$ cat src/rtl/fir_drain_pkg.sv
// Shared defaults, parameter legality checks and helpers for the FIR result drain.
package fir_drain_pkg;

    localparam int unsigned DFLT_DATA_W    = 32;
    localparam int unsigned DFLT_RD_LAT    = 1;
    localparam int unsigned DFLT_BUF_DEPTH = 4;
    localparam int unsigned DFLT_CNT_W     = 16;
    localparam int unsigned RD_LAT_MIN     = 1;
    localparam int unsigned RD_LAT_MAX     = 3;
    localparam int unsigned ABS_W          = 64;

    function automatic logic rd_lat_ok(input int unsigned lat);
        return (lat >= RD_LAT_MIN) && (lat <= RD_LAT_MAX);
    endfunction

    function automatic logic depth_ok(input int unsigned depth, input int unsigned lat);
        return (depth != 0) && ((depth & (depth - 1)) == 0) && (depth >= lat + 1);
    endfunction

    // Magnitude of a sign-extended w-bit value, saturated to 2^(w-1)-1.
    function automatic logic [ABS_W-1:0] abs_sat(input logic [ABS_W-1:0] val,
                                                 input int unsigned w);
        logic [ABS_W-1:0] lim;
        logic [ABS_W-1:0] mag;
        lim = (ABS_W'(1) << (w - 1)) - ABS_W'(1);
        mag = val[ABS_W-1] ? (~val + ABS_W'(1)) : val;
        return (mag > lim) ? lim : mag;
    endfunction

endpackage

$ cat src/rtl/fir_drain_buf.sv
// Power-of-two circular buffer with occupancy count; head entry is read straight from storage.
module fir_drain_buf
    import fir_drain_pkg::*;
#(
    parameter int unsigned DATA_W = DFLT_DATA_W,
    parameter int unsigned DEPTH  = DFLT_BUF_DEPTH
) (
    input  logic                         CLK,
    input  logic                         reset,
    input  logic                         wr_en,
    input  logic [DATA_W-1:0]            wr_data,
    input  logic                         rd_en,
    output logic [DATA_W-1:0]            rd_data,
    output logic [$clog2(DEPTH+1)-1:0]   count,
    output logic                         full,
    output logic                         empty
);

    localparam int unsigned AW = (DEPTH > 1) ? $clog2(DEPTH) : 1;
    localparam int unsigned CW = $clog2(DEPTH + 1);

    logic [DATA_W-1:0] mem [DEPTH];
    logic [AW-1:0]     wr_ptr;
    logic [AW-1:0]     rd_ptr;
    logic              do_wr;
    logic              do_rd;

    assign full    = (count == CW'(DEPTH));
    assign empty   = (count == '0);
    assign do_rd   = rd_en & ~empty;
    assign do_wr   = wr_en & (~full | do_rd);
    assign rd_data = mem[rd_ptr];

    // Storage is cleared too so the head reads as zero out of reset.
    always_ff @(posedge CLK or posedge reset) begin
        if (reset) begin
            wr_ptr <= '0;
            rd_ptr <= '0;
            count  <= '0;
            for (int i = 0; i < int'(DEPTH); i++) begin
                mem[i] <= '0;
            end
        end else begin
            if (do_wr) begin
                mem[wr_ptr] <= wr_data;
                wr_ptr      <= wr_ptr + AW'(1);
            end
            if (do_rd) begin
                rd_ptr <= rd_ptr + AW'(1);
            end
            case ({do_wr, do_rd})
                2'b10:   count <= count + CW'(1);
                2'b01:   count <= count - CW'(1);
                default: count <= count;
            endcase
        end
    end

endmodule

$ cat src/rtl/fir_result_drain.sv
// FIR output FIFO drain: credit-gated pops, read-latency absorption, decimation, valid/ready out.
// Optional peak-magnitude tracker is compiled in with FIR_DRAIN_PEAK_EN.
module fir_result_drain
    import fir_drain_pkg::*;
#(
    parameter int unsigned DATA_W    = DFLT_DATA_W,
    parameter int unsigned RD_LAT    = DFLT_RD_LAT,
    parameter int unsigned BUF_DEPTH = DFLT_BUF_DEPTH,
    parameter int unsigned CNT_W     = DFLT_CNT_W
) (
    input  logic              CLK,
    input  logic              reset,
    input  logic              enable,
    input  logic              fifo_empty,
    output logic              fifo_req_get,
    input  logic [DATA_W-1:0] fifo_data,
    input  logic [3:0]        decim,
    output logic [DATA_W-1:0] m_data,
    output logic              m_valid,
    input  logic              m_ready,
    output logic [CNT_W-1:0]  sample_cnt,
    output logic              busy
`ifdef FIR_DRAIN_PEAK_EN
    ,
    output logic [DATA_W-2:0] peak_abs,
    input  logic              peak_clr
`endif
);

    localparam int unsigned CW = $clog2(BUF_DEPTH + 1);

    logic [RD_LAT-1:0] inflight;
    logic [3:0]        phase;
    logic [3:0]        decim_latched;
    logic [CW-1:0]     buf_count;
    logic              buf_full;
    logic              buf_empty;
    logic [31:0]       credit_used;
    logic              capture;
    logic              keep;
    logic              pop;

    // Every outstanding read already owns a buffer slot, so a capture never overflows.
    assign credit_used  = 32'(buf_count) + 32'($countones(inflight));
    assign fifo_req_get = ~reset & enable & ~fifo_empty & (credit_used < BUF_DEPTH);
    assign capture      = inflight[RD_LAT-1];
    assign keep         = capture & (phase == 4'd0);
    assign m_valid      = ~buf_empty;
    assign pop          = m_valid & m_ready;
    assign busy         = (inflight != '0) | ~buf_empty;

    always_ff @(posedge CLK or posedge reset) begin
        if (reset) begin
            inflight      <= '0;
            phase         <= 4'd0;
            decim_latched <= 4'd0;
            sample_cnt    <= '0;
        end else begin
            inflight <= RD_LAT'({inflight, fifo_req_get});
            if (!busy) begin
                decim_latched <= decim;
            end
            // Wrap on >= so a ratio change seen between bursts cannot strand phase.
            if (capture) begin
                phase <= (phase >= decim_latched) ? 4'd0 : phase + 4'd1;
            end
            if (pop) begin
                sample_cnt <= sample_cnt + CNT_W'(1);
            end
        end
    end

    fir_drain_buf #(
        .DATA_W (DATA_W),
        .DEPTH  (BUF_DEPTH)
    ) u_buf (
        .CLK     (CLK),
        .reset   (reset),
        .wr_en   (keep),
        .wr_data (fifo_data),
        .rd_en   (pop),
        .rd_data (m_data),
        .count   (buf_count),
        .full    (buf_full),
        .empty   (buf_empty)
    );

`ifdef FIR_DRAIN_PEAK_EN
    logic [DATA_W-2:0] wr_abs;

    assign wr_abs = (DATA_W-1)'(abs_sat(ABS_W'($signed(fifo_data)), DATA_W));

    always_ff @(posedge CLK or posedge reset) begin
        if (reset) begin
            peak_abs <= '0;
        end else if (peak_clr) begin
            peak_abs <= '0;
        end else if (keep && (wr_abs > peak_abs)) begin
            peak_abs <= wr_abs;
        end
    end
`endif

`ifndef SYNTHESIS
    a_no_overflow: assert property (@(posedge CLK) disable iff (reset) !(capture && buf_full))
        else $error("fir_result_drain: capture into a full buffer");
    a_params: assert property (@(posedge CLK) disable iff (reset)
                               rd_lat_ok(RD_LAT) && depth_ok(BUF_DEPTH, RD_LAT))
        else $error("fir_result_drain: illegal RD_LAT/BUF_DEPTH");
`endif

endmodule

$ cat config.mk
export PLATFORM = sky130hd
export DESIGN_NAME = fir_result_drain
export DESIGN_NICKNAME = d
export VERILOG_FILES = /design/src/rtl/fir_drain_pkg.sv /design/src/rtl/fir_drain_buf.sv /design/src/rtl/fir_result_drain.sv
export SDC_FILE = /design/constraint.sdc
export NUM_CORES = 1
export LEC_CHECK = 0
export ABC_CLOCK_PERIOD_IN_PS = 11700
export BUFFER_PORTS_ARGS = -buffer_cell sky130_fd_sc_hd__buf_4
export CORE_MARGIN = 2
export CORE_UTILIZATION = 35
export DETAILED_ROUTE_END_ITERATION = 12
export GPL_ROUTABILITY_DRIVEN = 0
export SYNTH_ARGS = -nofsm -noshare
export SYNTH_HDL_FRONTEND = slang
export SYNTH_SLANG_ARGS = --single-unit
$ cat constraint.sdc
create_clock -name CLK -period 11.7 [get_ports CLK]
set_clock_uncertainty 0.2 [all_clocks]
set_input_delay 0 -clock CLK [delete_from_list [all_inputs] [get_ports CLK]]
set_output_delay 0 -clock CLK [all_outputs]
set_load 0.02 [all_outputs]
== Word level (Yosys, flattened, before mapping) ==
Cells that the tools add are included.

* Bits in registers: 160
* Output and inout bits: 51
* Word-level logic and storage cells: 53

* Add/subtract/negate cells: 7
* $lt $le $gt $ge: 5
* Equal/unequal tests: 3
* Multiplexer cells: 8
* Bitwise logic cells: 15
* Reductions and logical operators: 4

{| class="wikitable"
|+ Operators by type and width
! operator !! count
|-
| $bwmux W128 || 1
|-
| $mux W32 || 3
|-
| $bmux W32 S2 || 1
|-
| $demux W32 S2 || 1
|-
| $add A16 B1 Y16 const B || 1
|-
| $and A1 B1 Y1 || 7
|-
| $ge A3 B3 Y1 const B || 2
|-
| $not A2 Y3 || 2
|-
| $pmux W3 S2 || 1
|-
| $add A2 B1 Y2 const B || 2
|-
| $add A3 B1 Y4 || 1
|-
| $add A4 B1 Y4 const B || 1
|-
| $ge A4 B4 Y1 || 1
|-
| $logic_not A4 Y1 || 1
|-
| $lt A4 B3 Y1 const B || 1
|-
| $mux W4 || 1
|-
| $not A1 Y1 || 4
|-
| $add A3 B1 Y3 const B || 1
|-
| $eq A3 B3 Y1 const B || 1
|-
| $logic_not A3 Y1 || 1
|-
| $lt A3 B1 Y1 const B || 1
|-
| $sub A3 B1 Y3 const B || 1
|-
| $eq A2 B1 Y1 const B || 1
|-
| $eq A2 B2 Y1 const B || 1
|-
| other kinds (3) || 4
|}

== Depth between registers and ports, before layout ==
Gate-level depths: netlist of the first run.

* Word-level depth: 8
* Depth in mapped cells: 11
* Mapped depth without buffers: 10

== By module ==
A second synthesis of the first run with hierarchy kept.

* Cells, all modules: 459
* Area total of the unflattened synthesis: 7211.9 um^2

{| class="wikitable"
|+ Modules (own cells, without submodules)
! module !! instances !! cells each !! area an instance (um^2)
|-
| fir_drain_buf || 1 || 350 || 5977.0
|-
| fir_result_drain || 1 || 109 || 1234.9
|}

== Worst setup path before layout of the first run ==
No wires, ideal clock.

* Path type: input-to-reg
* Start: input reset
* End: register inflight, in the netlist capture
* Library setup time: 0.175 ns
* Arrival time: 4.046 ns
* Slack: 7.279 ns
* Stages: 3
* Path through: inv_1 > nand3_1 > a31oi_1

* Longest elaborated chain between the ends: 4

{| class="wikitable"
|+ Ends and longest elaborated chain
! what !! RTL line !! source
|-
| from (decl) || fir_result_drain.sv:12 || <nowiki>input logic reset,</nowiki>
|-
| $not A1 Y1 || fir_result_drain.sv:45 || <nowiki>assign fifo_req_get = ~reset & enable & ~fifo_empty & (credit_used < BUF_DEPTH);</nowiki>
|-
| $and A1 B1 Y1 (3 in series) || fir_result_drain.sv:45 ||
|-
| named net fifo_req_get || fir_result_drain.sv:15 || <nowiki>output logic fifo_req_get,</nowiki>
|-
| to (signal assigned) || fir_result_drain.sv:59 || <nowiki>inflight <= RD_LAT'({inflight, fifo_req_get});</nowiki>
|-
| to (decl) || fir_result_drain.sv:32 || <nowiki>logic [RD_LAT-1:0] inflight;</nowiki>
|}

The timed path passes the listed nets, and every way through them passes these cells.
A chain may end at the register's enable or synchronous reset.

== Final worst setup path of the first run ==
* Start: register u_buf.count[0]
* End: register u_buf.count[2]

* Longest elaborated chain between the ends: 8

{| class="wikitable"
|+ Ends and longest elaborated chain
! what !! RTL line !! source
|-
| from (decl) || fir_drain_buf.sv:14 || <nowiki>output logic [$clog2(DEPTH+1)-1:0] count,</nowiki>
|-
| from (signal assigned) || fir_drain_buf.sv:52 || <nowiki>2'b10: count <= count + CW'(1);</nowiki>
|-
| from (signal assigned) || fir_drain_buf.sv:53 || <nowiki>2'b01: count <= count - CW'(1);</nowiki>
|-
| from (signal assigned) || fir_drain_buf.sv:54 || <nowiki>default: count <= count;</nowiki>
|-
| $logic_not A3 Y1 || fir_drain_buf.sv:29 || <nowiki>assign empty = (count == '0);</nowiki>
|-
| $not A1 Y1 || fir_drain_buf.sv:30, fir_result_drain.sv:48 ||
|-
| $and A1 B1 Y1 || fir_result_drain.sv:49 || <nowiki>assign pop = m_valid & m_ready;</nowiki>
|-
| $and A1 B1 Y1 || fir_drain_buf.sv:30 || <nowiki>assign do_rd = rd_en & ~empty;</nowiki>
|-
| $or A1 B1 Y1 || fir_drain_buf.sv:31 || <nowiki>assign do_wr = wr_en & (~full | do_rd);</nowiki>
|-
| $and A1 B1 Y1 || fir_drain_buf.sv:31 ||
|-
| $eq A2 B1 Y1 / $eq A2 B2 Y1 (equally long branches) || fir_drain_buf.sv:51 || <nowiki>case ({do_wr, do_rd})</nowiki>
|-
| $pmux W3 S2 / $reduce_bool A2 Y1 (equally long branches) || n/a ||
|}

Several ways; a longest one is shown, not always the timed one.

==> results of run 1 <==
synth_stat cells (all sizes together):
library cell,count,area share [%]
dfrtp,160,52
mux2,130,25
mux4,32,9.3
buf,19,3.8
nand2,15,1.6
inv,14,0.68
xnor2,13,1.5
ha,12,1.9
nor2,8,0.39
xor2,8,0.90
nand4,7,0.56
o21ai,7,0.45
nand3,5,0.32
nor3,5,0.32
clkbuf,4,0.19
and3,2,0.16
a2111oi,1,0.11
a21o,1,0.097
a31oi,1,0.081
and2b,1,0.097
and4bb,1,0.16
fa,1,0.26
mux2i,1,0.13
nand2b,1,0.081
nand3b,1,0.097
nor4b,1,0.11
nor4bb,1,0.13
o22ai,1,0.081
o2bb2ai,1,0.11
o31a,1,0.13
or3,1,0.097
report_power, final:
part | internal, mW | switching (mW) | total [mW] | leakage (nW)
combinational | 0.566 | 0.379 | 0.945 | 2.39
sequential | 0.775 | 0.175 | 0.950 | 2.09
clock | 0.346 | 0.217 | 0.564 | 0.286
total | 1.69 | 0.771 | 2.46 | 4.77
sequential cells by signal, indices dropped and copies added (netlist names):
signal	count
u_buf.mem	128
capture	1
u_buf.wr_ptr	2
u_buf.count	3
decim_latched	4
phase	4
u_buf.rd_ptr	2
sample_cnt	16
worst paths after layout:
path | startpoint | endpoint | slack, ns | depth (start not counted)
setup / recovery | u_buf.count[0] | u_buf.count[2] | 8.94 | 9
hold reg to reg | sample_cnt[15] | sample_cnt[15] | 0.29 | 1
max in group asynchronous | reset | u_buf.rd_ptr[0] | 9.66 | 4
setup reg to reg | u_buf.count[0] | u_buf.count[2] | 8.94 | 9
hold / removal | reset | decim_latched[3] | 0.08 | 3
min in group CLK | decim[1] | decim_latched[1] | 0.14 | 4
per-layer routing:
metal	vias to the layer above	GRT usage, %
li1	1910	-
met1	2211	18.6
met2	78	24.1
met3	13	3.86
met4	0	3.70
met5	-	0
through the flow:
| stage | hold WS [ns] | util, % | area [um2] | instances |
|---|---|---|---|---|
| finish | 0.0827 | 43.6 | 9510 | 878 |
| global route | 0.154 | 43.6 | 9510 | 878 |
| CTS | 0.0965 | 43.6 | 9510 | 878 |
| detailed placement | -0.00719 | 39.0 | 8510 | 806 |
| global placement | -0.0160 | 39.0 | 8510 | 806 |
| floorplan | -0.0832 | - | 7760 | 456 |
tightest hold or removal path, stage by stage:
cell and delay [ns]:
dlygate4sd3_1 0.54, buf_4 0.15, inv_6 0.53
area by class of cell:
class,count,area share (%)
Sequential cell,160,42.1
Multi-Input combinational cell,259,35.7
Timing Repair Buffer,133,11.5
Clock buffer,22,4.88
Tap cell,280,3.68
Clock inverter,10,1.43
Inverter,14,0.605
cells by family (layout without fill, tap and decap cells):
family / count (synthesis) / after routing
xor gates and xnor gates: 21 / 21
muxes: 163 / 163
AOI/OAI and AO/OA: 13 / 13
buffers and inverters: 37 / 179
DFF: 160 / 160
adders and majority gates: 13 / 13
and+or+nand+nor: 49 / 49
==> flow_summary.ini, run 1 <==
[status]
outcome = completed

[power_and_ir_drop]
power.density_nw_per_um2 = 258
ir_drop_mv = 0.115
leakagePower_nw = 4.77
total_power_mw = 2.46

[drt]
vias = 4212
wl_per_cell_um = 18.1
firstDrtPassIters = 4
drc = 0
ant_nets = 0
m1WireLength_um = 7170
wl_met2_um = 7950
wl_met3_um = 619
viasPerCell = 4.80
routed.top_layer = met4
drt_iter0_markers = 188
routed_wl_um = 15900

[global_route]
grt_pass1_wl_um = 26600
first_global_vias = 4840
antenna_found_initial = 0
grt_max_degree = 86
grt_util_all_layers_pct = 14.4
grt_overflow = 0

[finish]
nets = 639
area_delta_synth_final_pct = 22.5
drive_above_1_share_pct = 49.0
most-common-layout-cells = dfrtp_1, mux2_4, buf_4, dlygate4sd3_1, mux4_2
antennaDiodeCount = 0
seqCellArea_um2 = 4010
multi_input_area_um2 = 3400
final_common_cell = dfrtp_1
nFillCells = 1923

[clocking]
clock_latency_ns = 0.42
clk_path_buf_depth = 2
ctsRootBufferMaster = clkbuf_16
cts_tree = yes
cts_made_buffers = 17
htreeDepth = 4
path_clk_slew_ns = 0.06
hold_buffers = 40
clkSinkCount = 160
cts_setup_buffers = 0
cts-resized-gates = 0

[critical_path]
cp_max_fo = 8
crit_family = simple AND/OR/NAND/NOR gates
cp_num_buf_inv = 2
crit_path_cell_trace = nor4b_1 > and4bb_1 > inv_1 > ha_1 > inv_1 > fa_1 > xor2_1 > nor2_1 > xor2_1
cp.required_ns = 11.84
slowest_stage = and4bb_1
criticalPathCategory = reg2reg
end_kind = flip-flop
arrival_ns = 2.91
slowest_delay_ns = 0.52
cp-start-kind = flip-flop

[synth]
synth-compound-area-share_pct = 1.06
synth_cell_types = 35
synth_top_family_by_area = multiplexers
synthMuxAreaShare_pct = 34.1
syn_area_um2 = 7760
synth-simple-area-share_pct = 4.09
ys_ff_latch = 160
syn-num-nets = 510
synth-seq-area-share_pct = 51.6
synth_xor_area_share_pct = 2.37
synthAdderAreaFrac_pct = 2.19
syn-instance-count = 456
yosysWarnings = 0
syn_avg_cell_area_um2 = 17.0

[die]
die_area_um2 = 23400
core-area_um2 = 21800
io_pins = 92
start_util_pct = 35.6
die_h_um = 153
die-width_um = 153
rows = 54

[timing]
rsz0062_at_grt = no
timing.slew.headroom_pct = 33.7
hold_violations = 0
fin_crit_sh_pct = 23.6
setup_viol = 0
worst_slew_pin_slew_ns = 0.994
max_freq_ghz = 0.362
fin_crit_ns = 2.76
setup_slack_ns = 8.94
finalSetupTns_ns = 0
finalMaxSlewViolations = 0

[placed_design]
hpwl_um = 9590
dpl_worst_slack_ns = 8.95
port_buffers = 91

[min_path]
hold_path.class = in2async

[run]
cap_violations = 0
Power figures use the tool's default switching activity.
==> run 2, diff against run 1 <==
--- a/config.mk
+++ b/config.mk
@@ -5,7 +5,7 @@
 export SDC_FILE = /design/constraint.sdc
 export NUM_CORES = 1
 export LEC_CHECK = 0
-export ABC_CLOCK_PERIOD_IN_PS = 11700
+export ABC_CLOCK_PERIOD_IN_PS = 2550
 export BUFFER_PORTS_ARGS = -buffer_cell sky130_fd_sc_hd__buf_4
 export CORE_MARGIN = 2
 export CORE_UTILIZATION = 35
==> constraint.sdc (replaced) <==
create_clock -name CLK -period 2.55 [get_ports CLK]
set_clock_uncertainty 0.2 [all_clocks]
set_input_delay 0 -clock CLK [delete_from_list [all_inputs] [get_ports CLK]]
set_output_delay 0 -clock CLK [all_outputs]
set_load 0.02 [all_outputs]
==> run 2 against run 1 <==
  * First-iteration DRC count down 12%
  * Highest routed layer unchanged
  * Core utilization increased by 0.63 points
  * Critical endpoint unchanged
  * Via count increased by 1.0%
  * Cell area grew 1.4%
  * Global-route usage increased by 0.35 points
  * Combinational power rose to 4.8 times the previous value
  * Cell count grew 0.80%
  * Fmax up 18%
  * Sequential share of layout area is 0.60 points lower
  * Flip-flop and latch count unchanged
  * Wire length grew 2.5%
  * Total power rose to 4.7 times the previous value
==> flow_summary.ini, run 2 (synthesized netlist as in run 1, its figures left out) <==
[finish]
largest_register = u_buf.mem
antennaDiodeCount = 0
area_delta_synth_final_pct = 24.3
largest_reg_flops = 128
final_common_cell = dfrtp_1
drive_above_1_share_pct = 49.6
fin_area_um2 = 9650
most-common-layout-cells = dfrtp_1, mux2_4, buf_4, dlygate4sd3_1, mux4_2
nets = 647
final_util_pct = 44.2
reg.largest.list = u_buf.mem: 128 flops, sample_cnt: 16 flops

[clocking]
cts_tree = yes
cts_made_buffers = 17
clkSinkCount = 160
clk_path_buf_depth = 2
htreeDepth = 4
ctsRootBufferMaster = clkbuf_16
clock_latency_ns = 0.42
path_clk_slew_ns = 0.06

[die]
rows = 54
io_pins = 92
die_h_um = 153
die-width_um = 153
core-area_um2 = 21800
die_area_um2 = 23400
start_util_pct = 35.6

[global_route]
grt_pass1_wl_um = 27200
antenna_found_initial = 0
grt_util_all_layers_pct = 14.7
grt_max_degree = 108
grt_overflow = 0
first_global_vias = 4929

[critical_path]
arrival_ns = 2.48
cp_max_fo = 5
slowest_delay_ns = 0.42
slowest_stage = dfrtp_1
crit_path_cell_trace = nor4b_2 > and4bb_1 > inv_1 > ha_1 > inv_1 > fa_1 > xor2_1 > nor2_1 > xor2_1
cp-start-kind = flip-flop
cp_num_buf_inv = 2
crit_family = simple AND/OR/NAND/NOR gates
criticalPathCategory = reg2reg
end_kind = flip-flop
cp.required_ns = 2.69

[timing]
timing.slew.headroom_pct = 56.5
max_freq_ghz = 0.428
finalSetupTns_ns = 0
whs_ns = 0.132
setup_slack_ns = 0.214
worst_slew_pin_slew_ns = 0.649
fin_crit_ns = 2.34
fin_crit_sh_pct = 91.6
finalMaxSlewViolations = 0
setup_viol = 0
hold_violations = 0
rsz0062_at_grt = no

[power_and_ir_drop]
internal_power_mw = 8.00
p_clk_share_pct = 24.0
power_frac_seq_pct = 36.8
switchingPower_mw = 3.57
comb_power_share_pct = 39.2
power.density_nw_per_um2 = 1200
p_sw_share_pct = 30.9
ir_drop_mv = 0.573
leakagePower_nw = 4.84

[placed_design]
port_buffers = 91
dpl_worst_slack_ns = 0.149
hpwl_um = 9920
placed_area_um2 = 8590

[drt]
viasPerCell = 4.81
ant_nets = 0
firstDrtPassIters = 4
drt_iter0_markers = 165
routed_wl_um = 16300
drc = 0
vias = 4256
wl_per_cell_um = 18.4

[run]
cap_violations = 0

[status]
outcome = completed

[min_path]
hold_path.class = in2reg
run 2: cell types whose count changed in the layout (fill, tap and decap cells not counted):
cell / delta
a2111oi_1: +1
dlygate4sd3_1: +1
buf_4: +3
clkinvlp_2: +1
clkinv_4: -1
a2111oi_0: -1
nor4b_2: +1
clkbuf_8: -1
nor4b_1: -1
clkinv_2: -1
buf_12: +3
bufinv_16: +2
run 2: per-layer routing:
| layer | GRT usage, % | vias up | wire length [um] |
|---|---|---|---|
| met5 | 0 | - | 0 |
| met4 | 4.10 | 0 | 179 |
| met3 | 3.49 | 11 | 553 |
| met2 | 24.5 | 76 | 8100 |
| met1 | 19.4 | 2256 | 7450 |
| li1 | - | 1913 | - |
run 2: worst min-delay path: cells and delay by family:
kind / cells / cell delay (ns)
compound gates: 1 / 0.06
buf+inv: 2 / 0.63
simple gates: 1 / 0.03
run 2: timing repair:
item | in CTS | in global routing
gates resized for setup | 0 | 2
hold buffers | 41 | 0
endpoints found under the hold margin | 303 | 0
buffers inserted | 0 | 0
endpoints found under the setup margin | 0 | 3
run 2: worst paths after layout:
| path | startpoint | end | slack [ns] | cells past startpoint |
|---|---|---|---|---|
| max | u_buf.count[1] | u_buf.count[2] | 0.21 | 9 |
| min reg2reg | sample_cnt[15] | sample_cnt[15] | 0.28 | 1 |
| max reg2reg | u_buf.count[1] | u_buf.count[2] | 0.21 | 9 |
| max in group asynchronous | reset | u_buf.mem[84] | 0.49 | 5 |
| min | decim[1] | decim_latched[1] | 0.13 | 4 |
| min in group asynchronous | reset | u_buf.count[1] | 0.57 | 4 |
run 2: cell type report:
type	count	area (um2)
fillers	1948	12200
flip-flops and latches	160	4010
multi-input cells	259	3410
repair buffers	140	1190
clock buffers	21	450
well taps	280	350
clock inverters	10	184
inverters	14	56.3
repair inverters	1	5.00
run 2: power by group through the flow:
stage                     sequential, mW  clock (mW)  combinational (mW)
after floorplan                     4.07           0                3.30
after global placement              4.19           0                4.46
after detailed placement            4.27           0                4.55
after CTS                           4.25        2.84                4.62
after global routing                4.39        2.96                4.90
final                               4.26        2.77                4.54
run 2: stage by stage:
step,power [mW],std cells
after floorplan,7.37,456
after global placement,8.65,812
after detailed placement,8.82,812
after CTS,11.7,884
after global routing,12.2,885
final,11.6,885
==> run 3, diff against run 2 <==
--- a/config.mk
+++ b/config.mk
@@ -6,11 +6,12 @@
 export NUM_CORES = 1
 export LEC_CHECK = 0
 export ABC_CLOCK_PERIOD_IN_PS = 2550
-export BUFFER_PORTS_ARGS = -buffer_cell sky130_fd_sc_hd__buf_4
+export BUFFER_PORTS_ARGS = -buffer_cell sky130_fd_sc_hd__buf_2
 export CORE_MARGIN = 2
 export CORE_UTILIZATION = 35
 export DETAILED_ROUTE_END_ITERATION = 12
 export GPL_ROUTABILITY_DRIVEN = 0
+export REMOVE_ABC_BUFFERS = 1
 export SYNTH_ARGS = -nofsm -noshare
 export SYNTH_HDL_FRONTEND = slang
 export SYNTH_SLANG_ARGS = --single-unit
==> run 3 against run 2 <==
  * Core utilization decreased by 1.2 points
  * Fmax shrank 0.31%
  * Critical path depth stayed put
  * Via count grew 0.31%
  * First-iteration DRC count increased by 2.4%
  * Non-clock buffer count is 3 lower
  * Combinational power fell by 7.3%
  * Clock-buffer cell count rose by 1
  * Global-route usage shrank 0.24 points
  * Clock power down 2%
  * Critical path type unchanged
  * Critical endpoint unchanged
  * Largest power group is now sequential cells
==> flow_summary.ini, run 3 (synthesized netlist as in run 1, its figures left out) <==
[power_and_ir_drop]
power.density_nw_per_um2 = 1200
ir_drop_mv = 0.585
total_power_mw = 11.2
p_clk_share_pct = 24.2
power_frac_seq_pct = 38.3
internal_power_mw = 7.67
switchingPower_mw = 3.55
p_sw_share_pct = 31.6
comb_power_share_pct = 37.5
leakagePower_nw = 4.79

[min_path]
holdPathStages = 4
hold_path_end = decim_latched[1]
hold_start = decim[1]
hold_path.class = in2reg

[finish]
area_delta_synth_final_pct = 20.9
largest_register = u_buf.mem
drive_above_1_share_pct = 49.5
largest_reg_flops = 128
nets = 643
most-common-layout-cells = dfrtp_1, mux2_4, buf_2, dlygate4sd3_1, mux4_2
final_common_cell = dfrtp_1
fin_area_um2 = 9390
reg.largest.list = u_buf.mem: 128 flops, sample_cnt: 16 flops

[timing]
max_freq_ghz = 0.427
setup_viol = 0
worst_slew_pin_slew_ns = 0.889
whs_ns = 0.117
fin_crit_ns = 2.34
timing.slew.headroom_pct = 40.7
fin_crit_sh_pct = 91.9
hold_violations = 0
rsz0062_at_grt = no
finalMaxSlewViolations = 0
setup_slack_ns = 0.207

[critical_path]
arrival_ns = 2.49
reg2reg_to = u_buf.count[2]
crit-reg2reg-launch = u_buf.count[0]
cp-start-kind = flip-flop
end_kind = flip-flop
rr_worst_depth = 9
cp_max_fo = 6
cp.required_ns = 2.69
criticalPathCategory = reg2reg
r2r_slack_ns = 0.21

[run]
cap_violations = 0

[die]
die_area_um2 = 23400
io_pins = 92
core-area_um2 = 21800
die-width_um = 153
rows = 54
die_h_um = 153
start_util_pct = 35.6

[clocking]
path_clk_slew_ns = 0.06
clock_latency_ns = 0.42
cts_made_buffers = 17
clk_path_buf_depth = 2
htreeDepth = 4
cts_tree = yes
clkSinkCount = 160
cts_setup_buffers = 0
ctsRootBufferMaster = clkbuf_16

[global_route]
grt_util_all_layers_pct = 14.5
grt_overflow = 0
grt_pass1_wl_um = 26600
grt_max_degree = 161
first_global_vias = 4824
antenna_found_initial = 2

[placed_design]
placed_area_um2 = 8350
dpl_worst_slack_ns = 0.174
port_buffers = 91
hpwl_um = 9920

[status]
outcome = completed

[drt]
wl_per_cell_um = 18.1
firstDrtPassIters = 4
drt_iter0_markers = 169
routed_wl_um = 16000
drc = 0
vias = 4269
ant_nets = 0
viasPerCell = 4.83
run 3: through the flow:
step | util (%) | TNS (ns) | std cells
after floorplan | - | -321.85 | 433
after global placement | 38.3 | 0 | 810
after detailed placement | 38.3 | 0 | 810
after CTS | 43.0 | 0 | 882
after global routing | 43.0 | 0 | 884
final | 43.0 | 0 | 884
run 3: worst max-delay path: stages (launching register included):
cell,delay (ns)
dfrtp_1,0.43
nor4b_1,0.31
and4bb_1,0.27
inv_1,0.06
ha_1,0.17
inv_1,0.06
fa_1,0.37
xor2_1,0.16
nor2_1,0.11
xor2_1,0.14
run 3: area by class of cell:
cell class	instances	area, um2
Timing Repair Buffer	137	938
Multi-Input combinational cell	259	3400
Clock buffer	22	474
Antenna cell	2	5.00
Inverter	14	57.6
Clock inverter	10	158
Tap cell	280	350
Sequential cell	160	4010
Fill cell	1988	12400
run 3: how the worst max path moves through the flow:
| stage | from | to | slack (ns) |
|---|---|---|---|
| final | u_buf.count[0] | u_buf.count[2] | 0.21 |
| after global placement | u_buf.count[0] | u_buf.count[2] | 0.29 |
| after global routing | u_buf.count[0] | u_buf.count[2] | 0.02 |
| after floorplan | reset | capture | -1.99 |
| after CTS | u_buf.count[0] | u_buf.count[2] | 0.17 |
| after detailed placement | u_buf.count[0] | u_buf.count[2] | 0.17 |
run 3: timing repair:
item / CTS / global route
gates resized for setup: 0 / 0
endpoints found under the hold margin: 303 / 0
hold buffers: 40 / 0
run 3: layer usage:
layer  part of all wire [%]  GRT usage [%]
met1                     45           18.3
met2                     50           24.4
met3                    4.2           4.14
met4                    1.3           4.06
met5                      0              0
run 3: power groups by stage:
| stage | logic (mW) | clock network (mW) | registers [mW] |
|---|---|---|---|
| after floorplan | 3.03 | 0 | 4.26 |
| after global placement | 4.13 | 0 | 4.23 |
| after detailed placement | 4.23 | 0 | 4.32 |
| after CTS | 4.30 | 2.79 | 4.29 |
| after global routing | 4.56 | 2.89 | 4.43 |
| final | 4.21 | 2.71 | 4.29 |
